### config.mk
export PLATFORM = sky130hd
export DESIGN_NAME = axi_cpu_master_flat
export DESIGN_NICKNAME = d
export VERILOG_FILES = /design/src/rtl/axi_cpu_master_pkg.sv /design/src/rtl/axi_cpu_master_if.sv /design/src/rtl/axi_cpu_master.sv /design/src/flat_wrapper.sv
export SDC_FILE = /design/constraint.sdc
export NUM_CORES = 1
export LEC_CHECK = 0
export ABC_AREA = 1
export ABC_CLOCK_PERIOD_IN_PS = 1800
export CAP_MARGIN = 20
export CORE_MARGIN = 2
export CORE_UTILIZATION = 38
export CTS_BUF_LIST = sky130_fd_sc_hd__clkbuf_8
export CTS_CLUSTER_DIAMETER = 50
export CTS_CLUSTER_SIZE = 28
export DETAILED_ROUTE_END_ITERATION = 6
export MAX_ROUTING_LAYER = met4
export PLACE_DENSITY = 0.91
export SLEW_MARGIN = 5
export SYNTH_ARGS = -nofsm -noshare
export SYNTH_HDL_FRONTEND = slang
export SYNTH_SLANG_ARGS = --single-unit
### constraint.sdc
create_clock -name ACLK -period 1.8 [get_ports ACLK]
set_input_delay 0.36 -clock ACLK [delete_from_list [all_inputs] [get_ports ACLK]]
set_output_delay 0.36 -clock ACLK [all_outputs]
set_load 0.02 [all_outputs]
### src/rtl/axi_cpu_master_pkg.sv
`default_nettype none
// =============================================================================
//  Module      : axi_cpu_master_pkg
//  Description : Shared AXI4 widths, fixed field encodings and bridge FSM states
//  Revision    : 1.0 - initial release
// =============================================================================
package axi_cpu_master_pkg;

    localparam int AXI_ID_BITS    = 4;
    localparam int AXI_ADDR_BITS  = 32;
    localparam int AXI_DATA_BITS  = 32;
    localparam int AXI_STRB_BITS  = 4;
    localparam int AXI_LEN_BITS   = 4;
    localparam int AXI_SIZE_BITS  = 3;
    localparam int AXI_BURST_BITS = 2;
    localparam int AXI_RESP_BITS  = 2;

    localparam logic [AXI_BURST_BITS-1:0] AXI_BURST_INCR = 2'b01;
    localparam logic [AXI_RESP_BITS-1:0]  AXI_RESP_OKAY  = 2'b00;
    localparam logic [AXI_LEN_BITS-1:0]   AXI_LEN_ONE    = '0;

    localparam logic [AXI_SIZE_BITS-1:0]  AXI_SIZE_BYTE  = 3'd0;
    localparam logic [AXI_SIZE_BITS-1:0]  AXI_SIZE_HALF  = 3'd1;
    localparam logic [AXI_SIZE_BITS-1:0]  AXI_SIZE_WORD  = 3'd2;

    typedef enum logic [2:0] {
        ST_IDLE = 3'd0,
        ST_AR   = 3'd1,
        ST_R    = 3'd2,
        ST_AW   = 3'd3,
        ST_W    = 3'd4,
        ST_B    = 3'd5,
        ST_DONE = 3'd6
    } state_e;

    function automatic logic resp_is_err(input logic [AXI_RESP_BITS-1:0] resp);
        return (resp != AXI_RESP_OKAY);
    endfunction

endpackage
`default_nettype wire

### src/rtl/axi_cpu_master_if.sv
`default_nettype none
// =============================================================================
//  Module      : axi_cpu_master_if
//  Description : AXI4 five-channel bundle with master and slave views
//  Revision    : 1.0 - initial release
// =============================================================================
interface axi_cpu_master_if;
    import axi_cpu_master_pkg::*;

    logic [AXI_ID_BITS-1:0]    AWID;
    logic [AXI_ADDR_BITS-1:0]  AWADDR;
    logic [AXI_LEN_BITS-1:0]   AWLEN;
    logic [AXI_SIZE_BITS-1:0]  AWSIZE;
    logic [AXI_BURST_BITS-1:0] AWBURST;
    logic                      AWVALID;
    logic                      AWREADY;

    logic [AXI_DATA_BITS-1:0]  WDATA;
    logic [AXI_STRB_BITS-1:0]  WSTRB;
    logic                      WLAST;
    logic                      WVALID;
    logic                      WREADY;

    logic [AXI_ID_BITS-1:0]    BID;
    logic [AXI_RESP_BITS-1:0]  BRESP;
    logic                      BVALID;
    logic                      BREADY;

    logic [AXI_ID_BITS-1:0]    ARID;
    logic [AXI_ADDR_BITS-1:0]  ARADDR;
    logic [AXI_LEN_BITS-1:0]   ARLEN;
    logic [AXI_SIZE_BITS-1:0]  ARSIZE;
    logic [AXI_BURST_BITS-1:0] ARBURST;
    logic                      ARVALID;
    logic                      ARREADY;

    logic [AXI_ID_BITS-1:0]    RID;
    logic [AXI_DATA_BITS-1:0]  RDATA;
    logic [AXI_RESP_BITS-1:0]  RRESP;
    logic                      RLAST;
    logic                      RVALID;
    logic                      RREADY;

    modport master (
        output AWID, AWADDR, AWLEN, AWSIZE, AWBURST, AWVALID, input AWREADY,
        output WDATA, WSTRB, WLAST, WVALID, input WREADY,
        input  BID, BRESP, BVALID, output BREADY,
        output ARID, ARADDR, ARLEN, ARSIZE, ARBURST, ARVALID, input ARREADY,
        input  RID, RDATA, RRESP, RLAST, RVALID, output RREADY
    );

    modport slave (
        input  AWID, AWADDR, AWLEN, AWSIZE, AWBURST, AWVALID, output AWREADY,
        input  WDATA, WSTRB, WLAST, WVALID, output WREADY,
        output BID, BRESP, BVALID, input BREADY,
        input  ARID, ARADDR, ARLEN, ARSIZE, ARBURST, ARVALID, output ARREADY,
        output RID, RDATA, RRESP, RLAST, RVALID, input RREADY
    );

endinterface
`default_nettype wire

### src/rtl/axi_cpu_master.sv
`default_nettype none
// =============================================================================
//  Module      : axi_cpu_master
//  Description : CPU memory port to AXI4 initiator, one single-beat transfer
//                in flight at a time
//  Revision    : 1.0 - initial release
// =============================================================================
module axi_cpu_master
    import axi_cpu_master_pkg::*;
#(
    parameter logic [AXI_ID_BITS-1:0] MASTER_ID = 4'd0
) (
    input  wire logic                      ACLK,
    input  wire logic                      ARESETn,

    input  wire logic                      req_valid,
    output logic                           req_ready,
    input  wire logic                      req_write,
    input  wire logic [AXI_ADDR_BITS-1:0]  req_addr,
    input  wire logic [AXI_SIZE_BITS-1:0]  req_size,
    input  wire logic [AXI_DATA_BITS-1:0]  req_wdata,
    input  wire logic [AXI_STRB_BITS-1:0]  req_wstrb,

    output logic                           resp_valid,
    output logic [AXI_DATA_BITS-1:0]       resp_rdata,
    output logic                           resp_err,
    output logic                           busy,

    axi_cpu_master_if.master               m_axi
);

    state_e                     r_state;
    state_e                     w_state_nxt;

    logic [AXI_ADDR_BITS-1:0]   r_addr;
    logic [AXI_SIZE_BITS-1:0]   r_size;
    logic [AXI_DATA_BITS-1:0]   r_wdata;
    logic [AXI_STRB_BITS-1:0]   r_wstrb;
    logic [AXI_DATA_BITS-1:0]   r_rdata;
    logic                       r_err;

    logic                       w_accept;
    logic                       w_unused;

    assign w_accept = (r_state == ST_IDLE) && req_valid;

    // Single outstanding transaction, so response IDs carry no information.
    assign w_unused = ^{m_axi.RID, m_axi.BID};

    always_ff @(posedge ACLK or negedge ARESETn) begin
        if (!ARESETn) begin
            r_state <= ST_IDLE;
        end else begin
            r_state <= w_state_nxt;
        end
    end

    always_comb begin
        w_state_nxt = r_state;
        unique case (r_state)
            ST_IDLE: begin
                if (req_valid) begin
                    w_state_nxt = req_write ? ST_AW : ST_AR;
                end
            end
            ST_AR:   if (m_axi.ARREADY) w_state_nxt = ST_R;
            ST_R:    if (m_axi.RVALID && m_axi.RLAST) w_state_nxt = ST_DONE;
            ST_AW:   if (m_axi.AWREADY) w_state_nxt = ST_W;
            ST_W:    if (m_axi.WREADY) w_state_nxt = ST_B;
            ST_B:    if (m_axi.BVALID) w_state_nxt = ST_DONE;
            ST_DONE: w_state_nxt = ST_IDLE;
            default: w_state_nxt = ST_IDLE;
        endcase
    end

    // Payload registers: every AXI field is sourced from here so it stays
    // stable while VALID waits for READY, regardless of what the core does.
    always_ff @(posedge ACLK or negedge ARESETn) begin
        if (!ARESETn) begin
            r_addr  <= '0;
            r_size  <= '0;
            r_wdata <= '0;
            r_wstrb <= '0;
            r_rdata <= '0;
            r_err   <= 1'b0;
        end else begin
            if (w_accept) begin
                r_addr  <= req_addr;
                r_size  <= req_size;
                r_wdata <= req_wdata;
                r_wstrb <= req_wstrb;
                r_err   <= 1'b0;
            end
            if ((r_state == ST_R) && m_axi.RVALID) begin
                r_rdata <= m_axi.RDATA;
                r_err   <= resp_is_err(m_axi.RRESP);
            end
            if ((r_state == ST_B) && m_axi.BVALID) begin
                r_err   <= resp_is_err(m_axi.BRESP);
            end
        end
    end

    assign req_ready  = (r_state == ST_IDLE);
    assign busy       = (r_state != ST_IDLE);
    assign resp_valid = (r_state == ST_DONE);
    assign resp_rdata = r_rdata;
    assign resp_err   = r_err;

    assign m_axi.ARID    = MASTER_ID;
    assign m_axi.ARADDR  = r_addr;
    assign m_axi.ARLEN   = AXI_LEN_ONE;
    assign m_axi.ARSIZE  = r_size;
    assign m_axi.ARBURST = AXI_BURST_INCR;
    assign m_axi.ARVALID = (r_state == ST_AR);
    assign m_axi.RREADY  = (r_state == ST_R);

    assign m_axi.AWID    = MASTER_ID;
    assign m_axi.AWADDR  = r_addr;
    assign m_axi.AWLEN   = AXI_LEN_ONE;
    assign m_axi.AWSIZE  = r_size;
    assign m_axi.AWBURST = AXI_BURST_INCR;
    assign m_axi.AWVALID = (r_state == ST_AW);

    assign m_axi.WDATA   = r_wdata;
    assign m_axi.WSTRB   = r_wstrb;
    assign m_axi.WLAST   = 1'b1;
    assign m_axi.WVALID  = (r_state == ST_W);
    assign m_axi.BREADY  = (r_state == ST_B);

endmodule
`default_nettype wire

### src/flat_wrapper.sv
// flat-port wrapper written by rule: the top's interface ports become plain ports
module axi_cpu_master_flat import axi_cpu_master_pkg::*;
#(
    parameter logic [AXI_ID_BITS-1:0] MASTER_ID = 4'd0
)
  (ACLK, ARESETn, req_valid, req_ready, req_write, req_addr, req_size, req_wdata, req_wstrb, resp_valid, resp_rdata, resp_err, busy, m_axi_AWID, m_axi_AWADDR, m_axi_AWLEN, m_axi_AWSIZE, m_axi_AWBURST, m_axi_AWVALID, m_axi_AWREADY, m_axi_WDATA, m_axi_WSTRB, m_axi_WLAST, m_axi_WVALID, m_axi_WREADY, m_axi_BID, m_axi_BRESP, m_axi_BVALID, m_axi_BREADY, m_axi_ARID, m_axi_ARADDR, m_axi_ARLEN, m_axi_ARSIZE, m_axi_ARBURST, m_axi_ARVALID, m_axi_ARREADY, m_axi_RID, m_axi_RDATA, m_axi_RRESP, m_axi_RLAST, m_axi_RVALID, m_axi_RREADY);
  axi_cpu_master_if m_axi_i ();
  input  wire logic ACLK;
  input  wire logic ARESETn;
  input  wire logic req_valid;
  output logic req_ready;
  input  wire logic req_write;
  input  wire logic [AXI_ADDR_BITS-1:0] req_addr;
  input  wire logic [AXI_SIZE_BITS-1:0] req_size;
  input  wire logic [AXI_DATA_BITS-1:0] req_wdata;
  input  wire logic [AXI_STRB_BITS-1:0] req_wstrb;
  output logic resp_valid;
  output logic [AXI_DATA_BITS-1:0] resp_rdata;
  output logic resp_err;
  output logic busy;
  output wire logic [$bits(m_axi_i.AWID)-1:0] m_axi_AWID;
  output wire logic [$bits(m_axi_i.AWADDR)-1:0] m_axi_AWADDR;
  output wire logic [$bits(m_axi_i.AWLEN)-1:0] m_axi_AWLEN;
  output wire logic [$bits(m_axi_i.AWSIZE)-1:0] m_axi_AWSIZE;
  output wire logic [$bits(m_axi_i.AWBURST)-1:0] m_axi_AWBURST;
  output wire logic [$bits(m_axi_i.AWVALID)-1:0] m_axi_AWVALID;
  input wire logic [$bits(m_axi_i.AWREADY)-1:0] m_axi_AWREADY;
  output wire logic [$bits(m_axi_i.WDATA)-1:0] m_axi_WDATA;
  output wire logic [$bits(m_axi_i.WSTRB)-1:0] m_axi_WSTRB;
  output wire logic [$bits(m_axi_i.WLAST)-1:0] m_axi_WLAST;
  output wire logic [$bits(m_axi_i.WVALID)-1:0] m_axi_WVALID;
  input wire logic [$bits(m_axi_i.WREADY)-1:0] m_axi_WREADY;
  input wire logic [$bits(m_axi_i.BID)-1:0] m_axi_BID;
  input wire logic [$bits(m_axi_i.BRESP)-1:0] m_axi_BRESP;
  input wire logic [$bits(m_axi_i.BVALID)-1:0] m_axi_BVALID;
  output wire logic [$bits(m_axi_i.BREADY)-1:0] m_axi_BREADY;
  output wire logic [$bits(m_axi_i.ARID)-1:0] m_axi_ARID;
  output wire logic [$bits(m_axi_i.ARADDR)-1:0] m_axi_ARADDR;
  output wire logic [$bits(m_axi_i.ARLEN)-1:0] m_axi_ARLEN;
  output wire logic [$bits(m_axi_i.ARSIZE)-1:0] m_axi_ARSIZE;
  output wire logic [$bits(m_axi_i.ARBURST)-1:0] m_axi_ARBURST;
  output wire logic [$bits(m_axi_i.ARVALID)-1:0] m_axi_ARVALID;
  input wire logic [$bits(m_axi_i.ARREADY)-1:0] m_axi_ARREADY;
  input wire logic [$bits(m_axi_i.RID)-1:0] m_axi_RID;
  input wire logic [$bits(m_axi_i.RDATA)-1:0] m_axi_RDATA;
  input wire logic [$bits(m_axi_i.RRESP)-1:0] m_axi_RRESP;
  input wire logic [$bits(m_axi_i.RLAST)-1:0] m_axi_RLAST;
  input wire logic [$bits(m_axi_i.RVALID)-1:0] m_axi_RVALID;
  output wire logic [$bits(m_axi_i.RREADY)-1:0] m_axi_RREADY;
  assign m_axi_AWID = m_axi_i.AWID;
  assign m_axi_AWADDR = m_axi_i.AWADDR;
  assign m_axi_AWLEN = m_axi_i.AWLEN;
  assign m_axi_AWSIZE = m_axi_i.AWSIZE;
  assign m_axi_AWBURST = m_axi_i.AWBURST;
  assign m_axi_AWVALID = m_axi_i.AWVALID;
  assign m_axi_i.AWREADY = m_axi_AWREADY;
  assign m_axi_WDATA = m_axi_i.WDATA;
  assign m_axi_WSTRB = m_axi_i.WSTRB;
  assign m_axi_WLAST = m_axi_i.WLAST;
  assign m_axi_WVALID = m_axi_i.WVALID;
  assign m_axi_i.WREADY = m_axi_WREADY;
  assign m_axi_i.BID = m_axi_BID;
  assign m_axi_i.BRESP = m_axi_BRESP;
  assign m_axi_i.BVALID = m_axi_BVALID;
  assign m_axi_BREADY = m_axi_i.BREADY;
  assign m_axi_ARID = m_axi_i.ARID;
  assign m_axi_ARADDR = m_axi_i.ARADDR;
  assign m_axi_ARLEN = m_axi_i.ARLEN;
  assign m_axi_ARSIZE = m_axi_i.ARSIZE;
  assign m_axi_ARBURST = m_axi_i.ARBURST;
  assign m_axi_ARVALID = m_axi_i.ARVALID;
  assign m_axi_i.ARREADY = m_axi_ARREADY;
  assign m_axi_i.RID = m_axi_RID;
  assign m_axi_i.RDATA = m_axi_RDATA;
  assign m_axi_i.RRESP = m_axi_RRESP;
  assign m_axi_i.RLAST = m_axi_RLAST;
  assign m_axi_i.RVALID = m_axi_RVALID;
  assign m_axi_RREADY = m_axi_i.RREADY;
  axi_cpu_master #(.MASTER_ID(MASTER_ID)) u_core (.ACLK(ACLK), .ARESETn(ARESETn), .req_valid(req_valid), .req_ready(req_ready), .req_write(req_write), .req_addr(req_addr), .req_size(req_size), .req_wdata(req_wdata), .req_wstrb(req_wstrb), .resp_valid(resp_valid), .resp_rdata(resp_rdata), .resp_err(resp_err), .busy(busy), .m_axi(m_axi_i));
endmodule
* Word-level counts from Yosys, hierarchy flattened
Index checks and enable logic that the tools add are counted.
Operators by class: equality and inequality tests 12, multiplexer cells 11, reduce and logical (&&, ||, !) cells 10
Operator list (count):
- 3-bit 2-to-1 mux | 6
- 3-bit case mux with 6 select lines | 1
- 3-bit equality test (second input constant) | 3
- 2-bit by 1-bit != test with 1-bit output (second input constant) | 4
- 3-bit by 2-bit equality test with 1-bit output (second input constant) | 2
- 6-bit AND reduction | 1
- 3-bit nonzero test | 2
- 1-bit logical AND | 4
- 2-bit != test (second input constant) | 2
- 2-bit nonzero test | 2
- 3-bit by 1-bit equality test with 1-bit output (second input constant) | 1
- 3-bit logical NOT | 1
- 1-bit 2-to-1 mux | 3
- 2-bit 2-to-1 mux | 1
Word-level totals: bits in registers 107, input port bits 125, output and inout port bits 168

* Longest topological paths before layout
Gate-level depths: netlist (run 1).
depth in word-level cells 5, depth in mapped cells 9

* Least setup slack after synthesis (run 1)
Ideal clock, no wire load.
kind reg-to-output, start point reg u_core.r_state[0], end point out busy, arrival time 1.191 ns, slack 0.249 ns, stages on the path, launching flop included 6, path buffers 1, cell sequence dfrtp_1 > buf_6 > nor2_8 > inv_1 > nor2_1 > inv_1
On the way: cells in the longest elaborated chain, start to end 1
RTL lines:
- start: declaration | line axi_cpu_master.sv:32 | state_e r_state;
- start signal: assignment | line axi_cpu_master.sv:54 | r_state <= w_state_nxt;
- 3-bit nonzero test | line axi_cpu_master.sv:105 | assign busy = (r_state != ST_IDLE);
- end: declaration | line flat_wrapper.sv:20 | output logic busy;
No other way between the ends.

* Worst setup path in the final report (run 1)
start point reg u_core.r_wdata[30] (netlist: u_core.m_axi.WDATA[30]), end point out m_axi_WDATA[30]
RTL lines:
- start: declaration | line axi_cpu_master.sv:37 | logic [AXI_DATA_BITS-1:0] r_wdata;
- start signal: assignment | line axi_cpu_master.sv:90 | r_wdata <= req_wdata;
- end: declaration | line flat_wrapper.sv:28 | output wire logic [$bits(m_axi_i.WDATA)-1:0] m_axi_WDATA;
No word-level cell between the ends.

==> results of run 1 <==
-- logic make-up after synthesis --
kind of cell | synth area share
compound gates | 0.00482
simple gates | 0.116
flops | 0.572
xor+xnor | 0.00187
mux | 0.176
buf+inv | 0.128
other cells | 0.00161
-- cells in the final DEF (no fill, tap or decap), types with 2 or more instances in the layout --
| master | n |
|---|---|
| buf_4 | 6 |
| inv_1 | 9 |
| mux2_2 | 65 |
| nand2_1 | 110 |
| clkbuf_8 | 10 |
| inv_2 | 4 |
| clkinvlp_4 | 2 |
| clkdlybuf4s50_1 | 211 |
| nor2_1 | 6 |
| inv_6 | 2 |
| dlygate4sd2_1 | 5 |
| dfrtp_1 | 104 |
| dfrtp_2 | 3 |
| dlymetal6s2s_1 | 38 |
| o21ai_0 | 3 |
| buf_12 | 4 |
| nand3_1 | 7 |
| mux2_4 | 6 |
| buf_2 | 8 |
| conb_1 | 21 |
-- per-layer routing --
layer  track usage  share of wire
met1         0.198           0.35
met2         0.335           0.53
met3        0.0575          0.075
met5             -              0
met4        0.0980          0.042
-- sequential cells by signal (all words and copies together) (netlist names) --
name / cells
u_core.m_axi.WDATA: 32
u_core.resp_rdata: 32
u_core.resp_err: 1
u_core.r_state: 3
u_core.m_axi.WSTRB: 4
u_core.m_axi.ARSIZE: 3
u_core.m_axi.ARADDR: 32
-- stage by stage --
| step | worst slack [ns] | hold slack [ns] | setup TNS [ns] | cell area [sq um] | util |
|---|---|---|---|---|---|
| 6_report | 0.0552 | 0.0386 | 0 | 7400 | 0.616 |
| 5_1_grt | -0.0122 | 0.0623 | -0.0637 | 7400 | 0.616 |
| 4_1_cts | 0.00124 | 0.0589 | 0 | 7310 | 0.609 |
| 3_5_place_dp | -0.0304 | 0.465 | -0.0709 | 7130 | 0.594 |
| 3_3_place_gp | 0.00320 | 0.461 | 0 | 7130 | 0.594 |
| 2_1_floorplan | 0.249 | 0.0644 | 0 | 4750 | - |
-- where the power goes --
| group | switching (W) | internal, W |
|---|---|---|
| registers | 0.000828 | 0.00360 |
| clock network | 0.000847 | 0.000694 |
| logic | 0.00386 | 0.00392 |
-- what timing repair did --
action,4_1_cts,5_1_grt
hold buffers,0,0
gates resized for setup,43,40
endpoints found under the hold margin,0,0
endpoints found under the setup margin,13,42
pin swaps,0,1
buffers inserted,0,0
-- area by class of cell --
cell class	count	area, sq um	area share
Clock buffer	10	138	0.0186
Timing Repair Buffer	272	2800	0.378
Clock inverter	6	71.3	0.00963
Inverter	13	48.8	0.00659
Sequential cell	107	2680	0.362
Tap cell	147	184	0.0248
Antenna cell	1	2.50	0.000338
Multi-Input combinational cell	228	1480	0.200
-- worst register-to-register path: stages, from the launching register on --
cell	delay, ns
dfrtp_2	0.52
nor2_8	0.04
buf_4	0.15
nand3_4	0.12
buf_12	0.22
mux2_2	0.39
-- final timing paths --
check                                       startpoint                       to  slack (ns)  cells after the start
worst max-delay path            u_core.m_axi.WDATA[30]          m_axi_WDATA[30]        0.06                      1
worst min-delay path                           ARESETn   u_core.m_axi.ARADDR[2]        0.04                      2
max in group asynchronous                      ARESETn        u_core.r_state[0]        1.26                      2
worst max register to register       u_core.r_state[0]  u_core.m_axi.ARADDR[30]        0.25                      5
min in group ACLK                u_core.resp_rdata[23]    u_core.resp_rdata[23]        0.49                      2
worst min register to register   u_core.resp_rdata[23]    u_core.resp_rdata[23]        0.49                      2
==> impl_metrics.tcl, run 1 <==
set metrics [dict create \
    status "completed" \
    cts.sinks 107 \
    synthDistinctLibCells 22 \
    initial_utilization 0.389 \
    die_y_microns 115 \
    wl_per_cell_microns 16.4 \
    ant_nets 0 \
    wirelength_microns 12900 \
    synth.most_common_cell "nand2_1" \
    rows 40 \
    antenna_found_initial 1 \
    timing.final.crit_share 0.969 \
    grt_use_total 0.193 \
    power.total_w 0.0138 \
    vdd_drop_max_uv 991 \
    ys_seq_area_frac 0.572 \
    nNetsFinal 756 \
    max_stage_delay_ns 0.63 \
    synth_edf_count 0 \
    grt_max_degree 108 \
    drive_gt1_frac 0.184 \
    worstSetupStartpointType "register" \
    drc_errors 0 \
    required_ns 1.44 \
    dr.pass1.iters 4 \
    clk_path_buf_depth 2 \
    synthTopCellsByCount "nand2_1 (110), dfrtp_1 (107), mux2_2 (65)" \
    worstMarginPinSlew_ns 0.580 \
    post-dp-hpwl_microns 9840 \
    ys_warn_count 0 \
    worstPathMaxFanout 2 \
    fin_skew_ns 0.00978 \
    numCtsBuffers 9 \
    dieWidth_microns 115 \
    period_needed_ns 1.74 \
    clock_latency_ns 0.37 \
    p_per_area_nw_per_um2 1860 \
    drv_cap 0 \
    grt_pass1_wl_microns 19000 \
    setup_viol 0 \
    critPathArrivalTime_ns 1.38 \
    avgSynthCellArea_sq_um 11.7 \
    io_buffer_count 263 \
    synthCells 400 \
    crit_path_end_kind "primary output" \
    cts_max_level 3 \
    synthArstFlopShare 1.00 \
    synthTopCellsByArea "dfrtp_1 (57%), mux2_2 (16%), buf_4 (9.5%)" \
    clockRootBuffer "clkbuf_8" \
    cpMaxStageDelayCell "clkdlybuf4s50_1" \
    vias 3645 \
    hold_class "primary input to asynchronous set/reset pin" \
    dp_cells 767 \
    drt_iter0_drc 126 \
    fill_cells 981 \
    viasPerCell 4.65 \
    slew_headroom 0.613 \
    die_area_sq_um 13200 \
    path_cells "clkdlybuf4s50_1" \
    yosysTopAreaCell "dfrtp_1" \
    yosysTopAreaCellShare 0.572 \
    place.gp.congestion 0.872 \
    syn_area_sq_um 4680 \
    clk_pin_slew_ns 0.10 \
    critPathBufInv 1 \
    max_freq_mhz 573 \
    core_sq_um 12000 \
    grt_pass1_vias 3763 \
    maxSlewViolCount 0 \
    syn_to_final_growth_pct 58.3 \
    cts_tree "yes" \
    io-pin-count 293 \
    path_delay_family "buffers and inverters" \
    ys.flop_type "dfrtp_1" \
    hold_violations 0 \
    p_leak_nw 3.72 \
    ys_ff_latch 107 \
    path_class "register to primary output" \
    overflow 0 \
    fin_cells 784 \
]
(Power assumes the default switching activity.)
==> run 2: changes to the inputs <==
- ABC_CLOCK_PERIOD_IN_PS: 1800 -> 1900
- PLACE_DENSITY: 0.91 -> 0.83
- SLEW_MARGIN: 5 -> 25
- clock period: 1.8 -> 1.9 ns (I/O delays scaled with it)
==> run 2 against run 1 <==
Against the previous run: final cell count is the same; clock-buffer cell count shrank 1; via count shrank 1.9%; total power shrank 3.8%; largest power group unchanged; register-to-register slack gained 0.13 ns; critical path depth grew 4; worst setup slack gained 0.042 ns; non-clock buffer count grew 3.
==> impl_metrics.tcl, run 2 (synthesis gave the netlist of run 1 again) <==
set metrics [dict create \
    rows 40 \
    clock_latency_ns 0.36 \
    fin_util 0.612 \
    dr.pass1.iters 4 \
    timing.rr.end "u_core.resp_err" \
    die_area_sq_um 13200 \
    clockRootBuffer "clkbuf_8" \
    grt_use_total 0.180 \
    fin_cells 784 \
    worstPathMaxFanout 6 \
    cpMaxStageDelayCell "dfrtp_2" \
    numCtsBuffers 9 \
    io_buffer_count 263 \
    slew_headroom 0.637 \
    r2r-start "u_core.r_state[0]" \
    post-dp-hpwl_microns 9250 \
    syn_to_final_growth_pct 57.1 \
    cts.sinks 107 \
    drt_iter0_drc 128 \
    clk_pin_slew_ns 0.10 \
    p_per_area_nw_per_um2 1800 \
    hold_class "primary input to asynchronous set/reset pin" \
    path_class "register to primary output" \
    cts_tree "yes" \
    period_needed_ns 1.80 \
    max_freq_mhz 555 \
    final_cell_mix "clkdlybuf4s50_1 (254), nand2_1 (110), dfrtp_1 (104)" \
    antenna_found_initial 0 \
    setup_viol 0 \
    vdd_drop_max_uv 755 \
    dp_slack_ns 0.0373 \
    overflow 0 \
    viasPerCell 4.56 \
    die_y_microns 115 \
    worstSetupStartpointType "register" \
    hold_violations 0 \
    path_cells "buf_4 -> nor2_2 -> nand2_1 -> inv_2 -> buf_2" \
    clk_path_buf_depth 2 \
    cts_max_level 3 \
    timing.final.crit_share 0.949 \
    holdBufCountCts 0 \
    grt_pass1_vias 3575 \
    fin_skew_ns 0.0136 \
    p_leak_nw 3.34 \
    nNetsFinal 759 \
    drc_errors 0 \
    worstMarginPinSlew_ns 0.545 \
    final_common_cell "clkdlybuf4s50_1" \
    r2r_slack_ns 0.38 \
    core_sq_um 12000 \
    diodes 0 \
    drive_gt1_frac 0.177 \
    dp_cells 768 \
    drv_cap 0 \
    grt_max_degree 108 \
    wl_per_cell_microns 15.1 \
    status "completed" \
    hold-worst-slack_ns 0.0865 \
    initial_utilization 0.389 \
    finalWorstSetupSlack_ns 0.0967 \
    setup_tns_ns 0 \
    grt_pass1_wl_microns 17900 \
    dieWidth_microns 115 \
    required_ns 1.52 \
    io-pin-count 293 \
    wirelength_microns 11900 \
    crit_path_end_kind "primary output" \
    fill_cells 995 \
    rr_worst_depth 8 \
    vias 3577 \
    max_stage_delay_ns 0.46 \
    ant_nets 0 \
    rsz0062_at_grt "no" \
    maxSlewViolCount 0 \
    place.gp.congestion 0.842 \
    critPathArrivalTime_ns 1.42 \
]
-- run 2: cell count changes in the layout (fill, tap and decap cells not counted), sizes merged, moves of 2 or more --
cell / change
buf: -4
bufinv: +2
clkbuf: +3
clkdlybuf4s15: +2
clkdlybuf4s50: +43
clkinvlp: -2
dlygate4sd2: -4
dlymetal6s2s: -38
-- run 2: cell type report --
type | instances | area [sq um] | area share
Tap cell | 147 | 184 | 0.0250
Multi-Input combinational cell | 228 | 1480 | 0.201
Timing Repair Buffer | 275 | 2730 | 0.372
Clock buffer | 9 | 124 | 0.0169
Sequential cell | 107 | 2680 | 0.365
Clock inverter | 5 | 103 | 0.0140
Inverter | 13 | 48.8 | 0.00664
-- run 2: routing by layer --
metal,vias up,GRT usage,share of wire
li1,1671,-,-
met1,1736,0.200,0.39
met2,154,0.319,0.54
met3,16,0.0453,0.065
met4,0,0.0514,0.013
met5,-,-,0
-- run 2: worst max-delay path: cells and delay by family (launching register included) --
kind	cells	cell delay, ns
buffers and inverters	3	0.39
DFF	1	0.46
and+or+nand+nor	2	0.22
-- run 2: what timing repair did --
item                                    CTS  global route
cloned                                    0             0
gates resized for setup                  17            10
buffers inserted                          1             1
endpoints found under the setup margin    8             6
-- run 2: worst max path at each step --
stage / slack (ns) / depth (start not counted) / endpoint / start
floorplan: 0.33 / 5 / busy / u_core.r_state[0]
global placement: 0.05 / 3 / resp_valid / u_core.r_state[1]
detailed placement: 0.04 / 3 / resp_valid / u_core.r_state[1]
CTS: -0.004 / 4 / m_axi_AWVALID / u_core.r_state[0]
global route: 0.02 / 5 / m_axi_RREADY / u_core.r_state[0]
finish: 0.1 / 5 / m_axi_RREADY / u_core.r_state[0]
-- run 2: power breakdown --
part / leakage [nW] / switching (W) / internal [W]
combinational: 1.94 / 0.00360 / 0.00385
clock: 0.117 / 0.000748 / 0.000862
sequential: 1.29 / 0.000754 / 0.00341
total: 3.34 / 0.00510 / 0.00812
-- run 2: metrics by stage --
stage | total power (W) | cell area, sq um
floorplan | 0.00845 | 4750
global placement | 0.0115 | 7130
detailed placement | 0.0117 | 7130
CTS | 0.0134 | 7350
global route | 0.0140 | 7350
finish | 0.0132 | 7350
==> run 3: changes to the inputs <==
- REMOVE_ABC_BUFFERS: not set -> 1
==> run 3 against run 2 <==
Against the previous run: sequential share of layout area fell by 0.12 points; worst setup slack got worse by 0.018 ns; sequential cell count did not move; critical path type unchanged; first-iteration DRC count rose by 77%; routed wire length rose by 10%; utilization rose by 0.20 points; sequential power rose by 1%.
==> impl_metrics.tcl, run 3 (synthesis gave the netlist of run 1 again) <==
set metrics [dict create \
    hold-worst-slack_ns 0.488 \
    clk_path_buf_depth 2 \
    multi_input_area_sq_um 1480 \
    setup_viol 0 \
    io_buffer_count 263 \
    dp_slack_ns 0.0289 \
    critPathArrivalTime_ns 1.44 \
    grtUsageMet3 0.0327 \
    worstSetupStartpointType "register" \
    grt_pass1_vias 3836 \
    setup_tns_ns 0 \
    drv_cap 0 \
    overflow 0 \
    ant_nets 0 \
    place.gp.congestion 0.893 \
    timing.final.crit_share 0.958 \
    initial_utilization 0.389 \
    clock_latency_ns 0.37 \
    finalWorstSetupSlack_ns 0.0790 \
    clockRootBuffer "clkbuf_8" \
    core_sq_um 12000 \
    hold_violations 0 \
    cpMaxStageDelayCell "dfrtp_2" \
    vdd_drop_max_uv 1030 \
    rows 40 \
    nNetsFinal 762 \
    vias 3686 \
    diodes 0 \
    drc_errors 0 \
    required_ns 1.52 \
    worstMarginPinSlew_ns 0.561 \
    dp_cells 770 \
    fill_cells 960 \
    wirelength_microns 13100 \
    period_needed_ns 1.82 \
    grt_max_degree 42 \
    p_leak_nw 3.36 \
    wl_per_cell_microns 16.6 \
    worstPathMaxFanout 7 \
    met2_usage 0.360 \
    die_y_microns 115 \
    drive_gt1_frac 0.183 \
    cts_tree "yes" \
    crit_path_end_kind "primary output" \
    busiest_layer "met2" \
    cts_max_level 3 \
    dieWidth_microns 115 \
    io-pin-count 293 \
    p_per_area_nw_per_um2 1770 \
    grt_use_total 0.202 \
    path_class "register to primary output" \
    cts.sinks 107 \
    clk_pin_slew_ns 0.09 \
    grtUsageMet1 0.220 \
    dr.pass1.iters 4 \
    max_freq_mhz 549 \
    fin_skew_ns 0.0122 \
    antenna_found_initial 0 \
    final_common_cell "clkdlybuf4s50_1" \
    status "completed" \
    final_cell_mix "clkdlybuf4s50_1 (254), nand2_1 (110), dfrtp_1 (104)" \
    grt_pass1_wl_microns 19800 \
    drt_iter0_drc 227 \
    seq_area_sq_um 2680 \
    post-dp-hpwl_microns 9990 \
    die_area_sq_um 13200 \
    path_cells "buf_12 -> nor2_2 -> nand2_1 -> inv_2 -> buf_2" \
    syn_to_final_growth_pct 57.7 \
    slew_headroom 0.626 \
    hold_class "register to register" \
    fin_cells 788 \
    viasPerCell 4.68 \
    maxSlewViolCount 0 \
    numCtsBuffers 9 \
    max_stage_delay_ns 0.44 \
]
run 3: changes by cell type in the layout (fill, tap and decap cells not counted), sizes merged:
cell / before / now
buf: 14 / 19
bufinv: 3 / 0
clkbuf: 13 / 12
clkdlybuf4s15: 2 / 3
clkinv: 0 / 1
dlygate4sd2: 1 / 0
dlygate4sd3: 0 / 1
inv: 15 / 16
run 3: worst paths after layout:
| kind | startpoint | end | slack (ns) | depth (start not counted) |
|---|---|---|---|---|
| setup / recovery | u_core.r_state[0] | m_axi_RREADY | 0.08 | 5 |
| hold / removal | u_core.resp_rdata[17] | u_core.resp_rdata[17] | 0.49 | 2 |
| setup reg to reg | u_core.r_state[0] | u_core.m_axi.WDATA[28] | 0.29 | 6 |
| hold reg to reg | u_core.resp_rdata[17] | u_core.resp_rdata[17] | 0.49 | 2 |
| max in group asynchronous | ARESETn | u_core.resp_rdata[28] | 0.77 | 3 |
| min in group asynchronous | ARESETn | u_core.resp_rdata[0] | 0.54 | 2 |
run 3: layout make-up:
cell class              count  share of cell area
well taps                 147              0.0249
inverters                  13             0.00662
clock buffers              11              0.0205
multi-input cells         228               0.200
clock inverters             4             0.00272
repair buffers            278               0.381
flip-flops and latches    107               0.364
run 3: routing by layer:
layer	wire length, microns	vias to the layer above
met4	326	0
met1	5000	1826
met5	0	-
li1	-	1667
met2	7040	169
met3	697	24
run 3: stage by stage:
step	total power (W)	util	cell area (sq um)
CTS	0.0132	0.614	7380
finish	0.0131	0.614	7370
global route	0.0138	0.614	7370
detailed placement	0.0118	0.598	7180
global placement	0.0116	0.598	7180
floorplan	0.00774	-	4200
run 3: where the power goes:
group | total (W) | internal [W] | switching (W) | leakage (nW)
combinational | 0.00762 | 0.00390 | 0.00372 | 1.97
clock | 0.00127 | 0.000531 | 0.000737 | 0.0992
sequential | 0.00420 | 0.00341 | 0.000789 | 1.29
run 3: critical path, delay by kind of cell, from the launching register on:
family / cells / cell delay [ns]
buf+inv: 3 / 0.38
flops: 1 / 0.44
simple gates: 2 / 0.26
run 3: repair_timing:
| item | CTS | global route |
|---|---|---|
| hold endpoints to repair | 26 | 0 |
| setup endpoints to repair | 8 | 7 |
| hold buffers | 1 | 0 |
| buffers inserted | 1 | 1 |
| resized for setup | 27 | 7 |
| cloned | 0 | 0 |
